`config.mk`:
```
export PLATFORM = sky130hd
export DESIGN_NAME = vector_mem_req_arbiter_flat
export DESIGN_NICKNAME = d
export VERILOG_FILES = /design/src/rtl/vector_mem_req_arbiter_if.sv /design/src/rtl/vector_mem_req_arbiter.sv /design/src/flat_wrapper.sv
export SDC_FILE = /design/constraint.sdc
export NUM_CORES = 1
export LEC_CHECK = 0
export BUFFER_PORTS_ARGS = -buffer_cell sky130_fd_sc_hd__buf_2
export CAP_MARGIN = 20
export CORE_AREA = 2 2 291 293
export DETAILED_ROUTE_END_ITERATION = 16
export DIE_AREA = 0 0 293 295
export GPL_TIMING_DRIVEN = 0
export MAX_ROUTING_LAYER = met4
export SLEW_MARGIN = 20
export SYNTH_ARGS = -nofsm -noshare
export SYNTH_HDL_FRONTEND = slang
export SYNTH_SLANG_ARGS = --single-unit
```
`constraint.sdc`:
```
create_clock -name clk_i -period 4.7 [get_ports clk_i]
set_input_delay 0.94 -clock clk_i [delete_from_list [all_inputs] [get_ports clk_i]]
set_output_delay 0.94 -clock clk_i [all_outputs]
set_load 0.01 [all_outputs]
```
`src/rtl/vector_mem_req_arbiter_if.sv`:
```
// Shared request type and the bundle between the load/store units, the arbiter and memory.
// Latency: n/a (type and wiring only).
// Backpressure: req_grant toward the units, mem_req_grant from memory; responses are never stalled.
//
// Ports (interface members):
//   req_in[NUM_PORTS]  : per-unit requests, qualified by .vld
//   req_grant          : one-hot acceptance pulse per unit
//   rsp_out[NUM_PORTS] : routed memory responses, single-cycle .vld
//   mem_req            : request toward memory, qualified by .vld
//   mem_req_grant      : memory accepts mem_req this cycle
//   mem_rsp            : memory response, qualified by .vld
//   rsp_err            : sticky dropped/unroutable response flag

package vector_mem_req_arbiter_pkg;
    localparam int CORE_ID_W = 8;
    localparam int ADDR_W    = 32;
    localparam int DATA_W    = 32;

    typedef struct packed {
        logic                 vld;
        logic [CORE_ID_W-1:0] core_id;
        logic                 we;
        logic [ADDR_W-1:0]    addr;
        logic [DATA_W-1:0]    data;
    } request_t;
endpackage

interface vector_mem_req_arbiter_if #(
    parameter int NUM_PORTS = 4
);
    import vector_mem_req_arbiter_pkg::*;

    request_t               req_in  [NUM_PORTS];
    logic [NUM_PORTS-1:0]   req_grant;
    request_t               rsp_out [NUM_PORTS];
    request_t               mem_req;
    logic                   mem_req_grant;
    request_t               mem_rsp;
    logic                   rsp_err;

    // Arbiter side.
    modport slave (
        input  req_in,
        input  mem_req_grant,
        input  mem_rsp,
        output req_grant,
        output rsp_out,
        output mem_req,
        output rsp_err
    );

    // Load/store units plus memory, as seen from outside the arbiter.
    modport master (
        output req_in,
        output mem_req_grant,
        output mem_rsp,
        input  req_grant,
        input  rsp_out,
        input  mem_req,
        input  rsp_err
    );
endinterface

```
`src/rtl/vector_mem_req_arbiter.sv`:
```
// Round-robin arbiter of per-unit requests onto one memory port, with response routing by core_id.
// Latency: grant in cycle N -> mem_req in N+1; mem_rsp in N -> rsp_out in N+1.
// Backpressure: no grants while mem_req is held unaccepted or a unit is at MAX_OUTSTANDING.
//
// Ports:
//   clk_i    : clock, rising edge
//   reset_ni : synchronous active-low reset
//   arb_io   : vector_mem_req_arbiter_if.slave (req_in/req_grant, mem_req/mem_req_grant,
//              mem_rsp/rsp_out, rsp_err)

module vector_mem_req_arbiter
    import vector_mem_req_arbiter_pkg::*;
#(
    parameter int NUM_PORTS       = 4,
    parameter int BASE_CORE_ID    = 8,
    parameter int MAX_OUTSTANDING = 64
) (
    input  logic                        clk_i,
    input  logic                        reset_ni,
    vector_mem_req_arbiter_if.slave     arb_io
);

    localparam int PTR_W = (NUM_PORTS > 1) ? $clog2(NUM_PORTS) : 1;
    localparam int CNT_W = $clog2(MAX_OUTSTANDING) + 1;

    localparam logic [CNT_W-1:0]     CNT_MAX      = CNT_W'(MAX_OUTSTANDING);
    localparam logic [CORE_ID_W-1:0] BASE_ID      = CORE_ID_W'(BASE_CORE_ID);
    localparam logic [CORE_ID_W-1:0] NUM_PORTS_ID = CORE_ID_W'(NUM_PORTS);

    // ------------------------------------------------------------------
    // State
    // ------------------------------------------------------------------
    request_t           mem_req_q, mem_req_d;
    request_t           rsp_out_q [NUM_PORTS];
    request_t           rsp_out_d [NUM_PORTS];
    logic [PTR_W-1:0]   rr_ptr_q, rr_ptr_d;
    logic [CNT_W-1:0]   outstanding_q [NUM_PORTS];
    logic [CNT_W-1:0]   outstanding_d [NUM_PORTS];
    logic               rsp_err_q, rsp_err_d;

    // ------------------------------------------------------------------
    // Arbitration
    // ------------------------------------------------------------------
    logic                   slot_free;
    logic [NUM_PORTS-1:0]   eligible;
    logic                   win_vld;
    logic [PTR_W-1:0]       win_idx;
    logic [PTR_W-1:0]       cand;

    // The output register can take a new request if it is empty or being drained this cycle.
    assign slot_free = !mem_req_q.vld || arb_io.mem_req_grant;

    // Reset gates eligibility so req_grant stays low while reset is asserted.
    always_comb begin
        for (int i = 0; i < NUM_PORTS; i++) begin
            eligible[i] = reset_ni
                        && arb_io.req_in[i].vld
                        && (outstanding_q[i] < CNT_MAX)
                        && slot_free;
        end
    end

    // Search rr_ptr, rr_ptr+1, ... modulo NUM_PORTS; the first eligible port wins.
    always_comb begin
        win_vld = 1'b0;
        win_idx = '0;
        cand    = '0;
        for (int k = 0; k < NUM_PORTS; k++) begin
            cand = PTR_W'((int'(rr_ptr_q) + k) % NUM_PORTS);
            if (!win_vld && eligible[cand]) begin
                win_vld = 1'b1;
                win_idx = cand;
            end
        end
    end

    always_comb begin
        arb_io.req_grant = '0;
        if (win_vld) begin
            arb_io.req_grant[win_idx] = 1'b1;
        end
    end

    // ------------------------------------------------------------------
    // Response decode
    // ------------------------------------------------------------------
    logic [CORE_ID_W-1:0]   rsp_idx;
    logic [PTR_W-1:0]       rsp_port;
    logic                   rsp_in_range;
    logic                   rsp_hit;

    // Unsigned subtraction: core_ids below the base wrap to large values and fail the range check.
    assign rsp_idx      = arb_io.mem_rsp.core_id - BASE_ID;
    assign rsp_in_range = rsp_idx < NUM_PORTS_ID;
    assign rsp_port     = rsp_idx[PTR_W-1:0];
    // A response for a port with nothing outstanding cannot be legitimate, so it is dropped.
    assign rsp_hit      = arb_io.mem_rsp.vld
                        && rsp_in_range
                        && (outstanding_q[rsp_port] != '0);

    // ------------------------------------------------------------------
    // Next state
    // ------------------------------------------------------------------
    always_comb begin
        if (win_vld) begin
            mem_req_d = arb_io.req_in[win_idx];
        end else if (arb_io.mem_req_grant) begin
            mem_req_d = '0;
        end else begin
            mem_req_d = mem_req_q;
        end
    end

    assign rr_ptr_d = win_vld ? PTR_W'((int'(win_idx) + 1) % NUM_PORTS) : rr_ptr_q;

    // Increment can only happen below CNT_MAX and decrement only above zero (both enforced by
    // eligible/rsp_hit), so the counters never wrap. A grant and a response on the same port
    // in one cycle cancel out.
    always_comb begin
        for (int i = 0; i < NUM_PORTS; i++) begin
            logic inc;
            logic dec;
            inc = win_vld && (win_idx == PTR_W'(i));
            dec = rsp_hit && (rsp_port == PTR_W'(i));
            outstanding_d[i] = outstanding_q[i];
            if (inc && !dec) begin
                outstanding_d[i] = outstanding_q[i] + CNT_W'(1);
            end else if (dec && !inc) begin
                outstanding_d[i] = outstanding_q[i] - CNT_W'(1);
            end
        end
    end

    // rsp_out entries are one-cycle pulses: anything not freshly routed is cleared.
    always_comb begin
        for (int i = 0; i < NUM_PORTS; i++) begin
            rsp_out_d[i] = (rsp_hit && (rsp_port == PTR_W'(i))) ? arb_io.mem_rsp : '0;
        end
    end

    assign rsp_err_d = rsp_err_q | (arb_io.mem_rsp.vld & ~rsp_hit);

    // ------------------------------------------------------------------
    // Registers
    // ------------------------------------------------------------------
    always_ff @(posedge clk_i) begin
        if (!reset_ni) begin
            mem_req_q <= '0;
            rr_ptr_q  <= '0;
            rsp_err_q <= 1'b0;
            for (int i = 0; i < NUM_PORTS; i++) begin
                rsp_out_q[i]     <= '0;
                outstanding_q[i] <= '0;
            end
        end else begin
            mem_req_q <= mem_req_d;
            rr_ptr_q  <= rr_ptr_d;
            rsp_err_q <= rsp_err_d;
            for (int i = 0; i < NUM_PORTS; i++) begin
                rsp_out_q[i]     <= rsp_out_d[i];
                outstanding_q[i] <= outstanding_d[i];
            end
        end
    end

    // ------------------------------------------------------------------
    // Outputs
    // ------------------------------------------------------------------
    assign arb_io.mem_req = mem_req_q;
    assign arb_io.rsp_err = rsp_err_q;

    for (genvar g = 0; g < NUM_PORTS; g++) begin : g_rsp_out
        assign arb_io.rsp_out[g] = rsp_out_q[g];
    end

endmodule
```
`src/flat_wrapper.sv`:
```
// flat-port wrapper written by rule: the top's interface ports become plain ports
module vector_mem_req_arbiter_flat import vector_mem_req_arbiter_pkg::*;
#(
    parameter int NUM_PORTS       = 4,
    parameter int BASE_CORE_ID    = 8,
    parameter int MAX_OUTSTANDING = 64
)
  (clk_i, reset_ni, arb_io_req_in, arb_io_mem_req_grant, arb_io_mem_rsp, arb_io_req_grant, arb_io_rsp_out, arb_io_mem_req, arb_io_rsp_err);
  vector_mem_req_arbiter_if #(.NUM_PORTS(NUM_PORTS)) arb_io_i ();
  input  logic clk_i;
  input  logic reset_ni;
  input wire logic [$bits(arb_io_i.req_in)-1:0] arb_io_req_in;
  input wire logic [$bits(arb_io_i.mem_req_grant)-1:0] arb_io_mem_req_grant;
  input wire logic [$bits(arb_io_i.mem_rsp)-1:0] arb_io_mem_rsp;
  output wire logic [$bits(arb_io_i.req_grant)-1:0] arb_io_req_grant;
  output wire logic [$bits(arb_io_i.rsp_out)-1:0] arb_io_rsp_out;
  output wire logic [$bits(arb_io_i.mem_req)-1:0] arb_io_mem_req;
  output wire logic [$bits(arb_io_i.rsp_err)-1:0] arb_io_rsp_err;
  assign arb_io_i.req_in = {>>{arb_io_req_in}};
  assign arb_io_i.mem_req_grant = arb_io_mem_req_grant;
  assign arb_io_i.mem_rsp = arb_io_mem_rsp;
  assign arb_io_req_grant = arb_io_i.req_grant;
  assign arb_io_rsp_out = {>>{arb_io_i.rsp_out}};
  assign arb_io_mem_req = arb_io_i.mem_req;
  assign arb_io_rsp_err = arb_io_i.rsp_err;
  vector_mem_req_arbiter #(.NUM_PORTS(NUM_PORTS), .BASE_CORE_ID(BASE_CORE_ID), .MAX_OUTSTANDING(MAX_OUTSTANDING)) u_core (.clk_i(clk_i), .reset_ni(reset_ni), .arb_io(arb_io_i));
endmodule
```
==> impl.org <==
** Outcome
- The flow ran to the end, and the final reports show no timing, DRC or antenna violations.

** Synth
- Summing the areas of all compound-gate instances in the mapped netlist gives about 7.3% of the synthesized area.
- Simple-gate share of the synthesized area :: 19.3%
- After synthesis the cells add up to 0.0145 mm^2.
- The Yosys step of the flow raised 0 warnings.
- Post-Synth XOR/XNOR Area :: 1.15%
- Flip-flop and latch count after synthesis :: 401
- Of the total synthesized cell area, the portion taken by full adders, half adders and majority gates is 2.97%.
- Mapped Cells :: 1311
- In this run, distinct cell masters in the synthesized netlist total 53.
- Register area share after synthesis :: between 50% and 60%
- Mux cell area share after synthesis :: 10.3%
- After synthesis, the largest family of logic cells by area is simple AND/OR/NAND/NOR gates.
- Synthesized area divided by synthesized cell count :: around 11 um^2

** Drt
- The detailed router finished its first iteration with 481 violations.
- Wire length after detailed routing :: 73200 um
- The pre-antenna-repair detailed-routing pass consisted of 7 iterations.
- Average wire length per cell after detail routing :: about 22 um
- Number of nets with antenna violations after routing :: 0
- Remaining design rule violation count :: 0
- The final route contains between 10k and 15k vias.
- In the routed layout, each cell is associated on average with a via count of around 4.0.

** GRT
- Global-route wire length before repair :: roughly 96000 um
- In the global route stage, met2 resource usage came out at 29.3%.
- Met1 usage in global routing :: between 15 and 20%
- The number of global-route vias before repair is about 13k.
- The number of antenna violations at the first check in global routing came to 73.
- After global routing, the most crowded layer is met2.
- Largest net degree at the start of global routing :: 15
- Total global routing overflow :: 0
- For this run, global-route usage on met3 was measured as 3.95%.
- Global routing used roughly 16% of the available tracks across all layers.

** Timing
- Count of endpoints failing setup in the final report :: 0
- Worst clock skew on the final layout :: 0.0228 ns
- Number of hold-slack violations in the final timing report :: 0
- For the pin with the worst max-slew slack, the measured transition is 0.895 ns.
- Final Slew Violations :: 0
- Derived from the worst setup path, the maximum achievable clock frequency is about 220 MHz.
- The worst path uses 95.8% of the clock period.
- Worst slew margin :: 40.3%
- Setup repair after global routing missed its margin :: no
- Min Clock Period, post-route :: 4.50 ns

** Hold path
- Hold Path Depth :: 2
- The path with the worst hold slack has its endpoint at u_core.arb_io.rsp_err.
- The path class of the tightest hold or removal check is reg -> reg.
- Start point of the worst hold path :: u_core.arb_io.rsp_err

** CTS
- For this design, the CTS-stage hold fixing added 0 buffers.
- Clk sinks :: between 400 and 500
- TritonCTS built the clock tree.
- Worst-skew pair later-pin latency :: 0.59 ns
- The H-tree was split into 2 levels.
- Clock edge transition at the registers on the reported setup and hold paths :: 0.06 ns
- Deepest clock path buffer count :: 3
- In this run the clock root is driven by a clkbuf_16.
- After clock tree synthesis, the setup repair step added 0 buffers.
- Buffers inserted during clock tree synthesis total 46.
- The number of gates resized after CTS was 0.

** Layout
- The finished cells cover around 0.021 mm^2.
- FF+latch area :: 0.00803 mm^2
- Total Nets Final :: 2525
- The multi-input combinational cells in the finished layout cover a total of between 0.006 and 0.007 mm^2.
- The top cell types in the final layout, fill and taps aside, are 774 x buf_2, 401 x dfxtp_1, 288 x and2_1.
- Fraction of the core area covered by cells at the end of the flow :: 25.6%
- The area growth from synthesis to layout is 46.9%.
- After filler insertion, the fill cell instance count of the layout stands at between 9k and 10k.
- Of the cells placed in the final design, the portion with a size suffix greater than 1 is between 40% and 50%.
- The library cell used most frequently in the layout, excluding fill and tap cells, is buf_2.

** Power
- Total power consumption of the routed design :: around 9.1 mW
- LEAKAGE :: 10.0 nW
- In this run the power density over the cells is 429 mW/mm^2.
- Maximum resistive drop on vdd :: 0.000240 V

** Critical path
- Critical Path End Type :: flop
- Critical Path Start :: arb_io_req_in[73]
- Crit Reg-Reg Endpoint :: u_core.outstanding_q[3][5]
- The critical path is of the in -> reg type.
- STA puts the critical path data arrival time at 5.02 ns.
- The setup check on the worst reg-to-reg path leaves a slack of 0.30 ns.
- The worst register-to-register path begins at u_core.outstanding_q[2][6].
- Data required time at the worst endpoint :: 5.22 ns
- The worst register-to-register path has a depth of 16.
- Along the worst path, the maximum fanout reaches 10.
- STA classifies the critical path startpoint as a primary input.

** Die
- Num rows :: 106
- Die Ht :: 295 um
- For this design the top-level I/O count stands at between 700 and 800.
- Horizontal extent of the die :: about 300 um
- Initial core utilization :: between 10% and 20%
- The floorplan step defined a die boundary enclosing 0.0864 mm^2.
- The core region is between 0.08 and 0.09 mm^2.

** Placed design
- Cell area reported after detailed placement :: slightly below 0.02 mm^2
- RePlAce Congestion :: 0.943
- HPWL reported at the end of detailed placement :: ~60000 um
- The count of buffers added on input and output ports is 746.

** Run
- # Max-Cap Violations :: 0
logic make-up after synthesis:
logic type	after synthesis
adders and majority gates	32
other	1
DFF	401
and+or+nand+nor	480
xor gates and xnor gates	19
buffers and inverters	97
AOI/OAI and AO/OA	132
muxes	149
worst max-delay path: stages:
cell     delay [ns]
buf_2          0.07
nor2b_1        0.36
a21oi_1        0.08
nor4_1         0.27
buf_2          0.27
buf_4          0.22
buf_2          0.33
nor2b_1        0.47
ha_1           0.37
inv_1          0.19
ha_1           0.36
a21oi_1        0.07
nand2_1        0.10
a21o_1         0.13
a21oi_1        0.08
or4b_2         0.61
nand3_1        0.08
layout make-up:
type                            count  area share (%)
Sequential cell                   401            37.7
Multi-Input combinational cell    828            28.2
Timing Repair Buffer              746            17.5
Tap cell                         1080            6.35
Clock buffer                       66            6.28
Buffer                             81            2.11
Clock inverter                     18           0.964
Antenna cell                       43           0.506
Inverter                           16           0.282
worst max-delay path by stage:
stage	end	slack (ns)
2_1_floorplan	u_core.outstanding_q[3][5]	0.64
3_3_place_gp	u_core.outstanding_q[3][5]	-0.35
3_5_place_dp	u_core.outstanding_q[3][5]	-0.35
4_1_cts	u_core.outstanding_q[3][5]	0.26
5_1_grt	u_core.outstanding_q[3][5]	0.00006
6_report	u_core.outstanding_q[3][5]	0.20
sequential cells by signal (all words and copies together) (netlist names):
| name | cells |
|---|---|
| u_core.rsp_out_q | 296 |
| u_core.outstanding_q | 28 |
| u_core.arb_io.mem_req | 74 |
| u_core.rr_ptr_q | 2 |
| u_core.arb_io.rsp_err | 1 |
Yosys cell counts (all sizes together):
cell | number | area (um^2)
o211ai | 2 | 15.0
nor4 | 15 | 109
nor2 | 14 | 52.6
nand3 | 10 | 55.1
mux2i | 149 | 1490
o2111ai | 2 | 17.5
o21a | 4 | 30.0
nor3b | 10 | 80.1
inv | 16 | 60.1
nor2b | 16 | 103
o31ai | 2 | 15.0
fa | 4 | 80.1
clkbuf | 30 | 128
dfxtp | 401 | 8030
or3 | 1 | 6.26
ha | 28 | 350
nor3 | 8 | 50.1
o221ai | 73 | 683
or4 | 5 | 37.5
a31oi | 3 | 18.8
a221oi | 1 | 8.76
a21o | 6 | 45.0
conb | 1 | 3.75
o21ai | 18 | 90.1
nand2 | 98 | 370
nand4 | 2 | 18.8
nand4bb | 2 | 22.5
or4b | 2 | 20.0
nand4b | 4 | 35.0
o31a | 1 | 8.76
and2 | 288 | 1800
a21oi | 11 | 55.1
xor2 | 9 | 78.8
nor4b | 2 | 17.5
o311ai | 3 | 26.3
a311oi | 3 | 26.3
a21boi | 3 | 22.5
nand2b | 3 | 18.8
buf | 51 | 320
xnor2 | 10 | 87.6
routing by layer:
layer | wire [um] | share of wire, %
met5 | 0 | 0
met4 | 4170 | 5.7
met3 | 5260 | 7.2
met2 | 37100 | 51
met1 | 26600 | 36
stage by stage:
stage          setup slack [ns]  hold WS [ns]  cells  setup TNS, ns
6_report                  0.199         0.459   3279              0
4_1_cts                   0.262         0.464   3236              0
3_5_place_dp             -0.351         0.441   3152         -0.843
3_3_place_gp             -0.350         0.438   3152         -0.812
5_1_grt               0.0000573         0.482   3268              0
2_1_floorplan             0.635         0.479   1326              0
power by group:
part           switching [mW]  internal, mW  total (mW)
clock network            1.54          2.15        3.69
registers               0.145          3.61        3.75
logic                   0.947         0.728        1.68
total                    2.63          6.49        9.12
(Power assumes the default switching activity.)
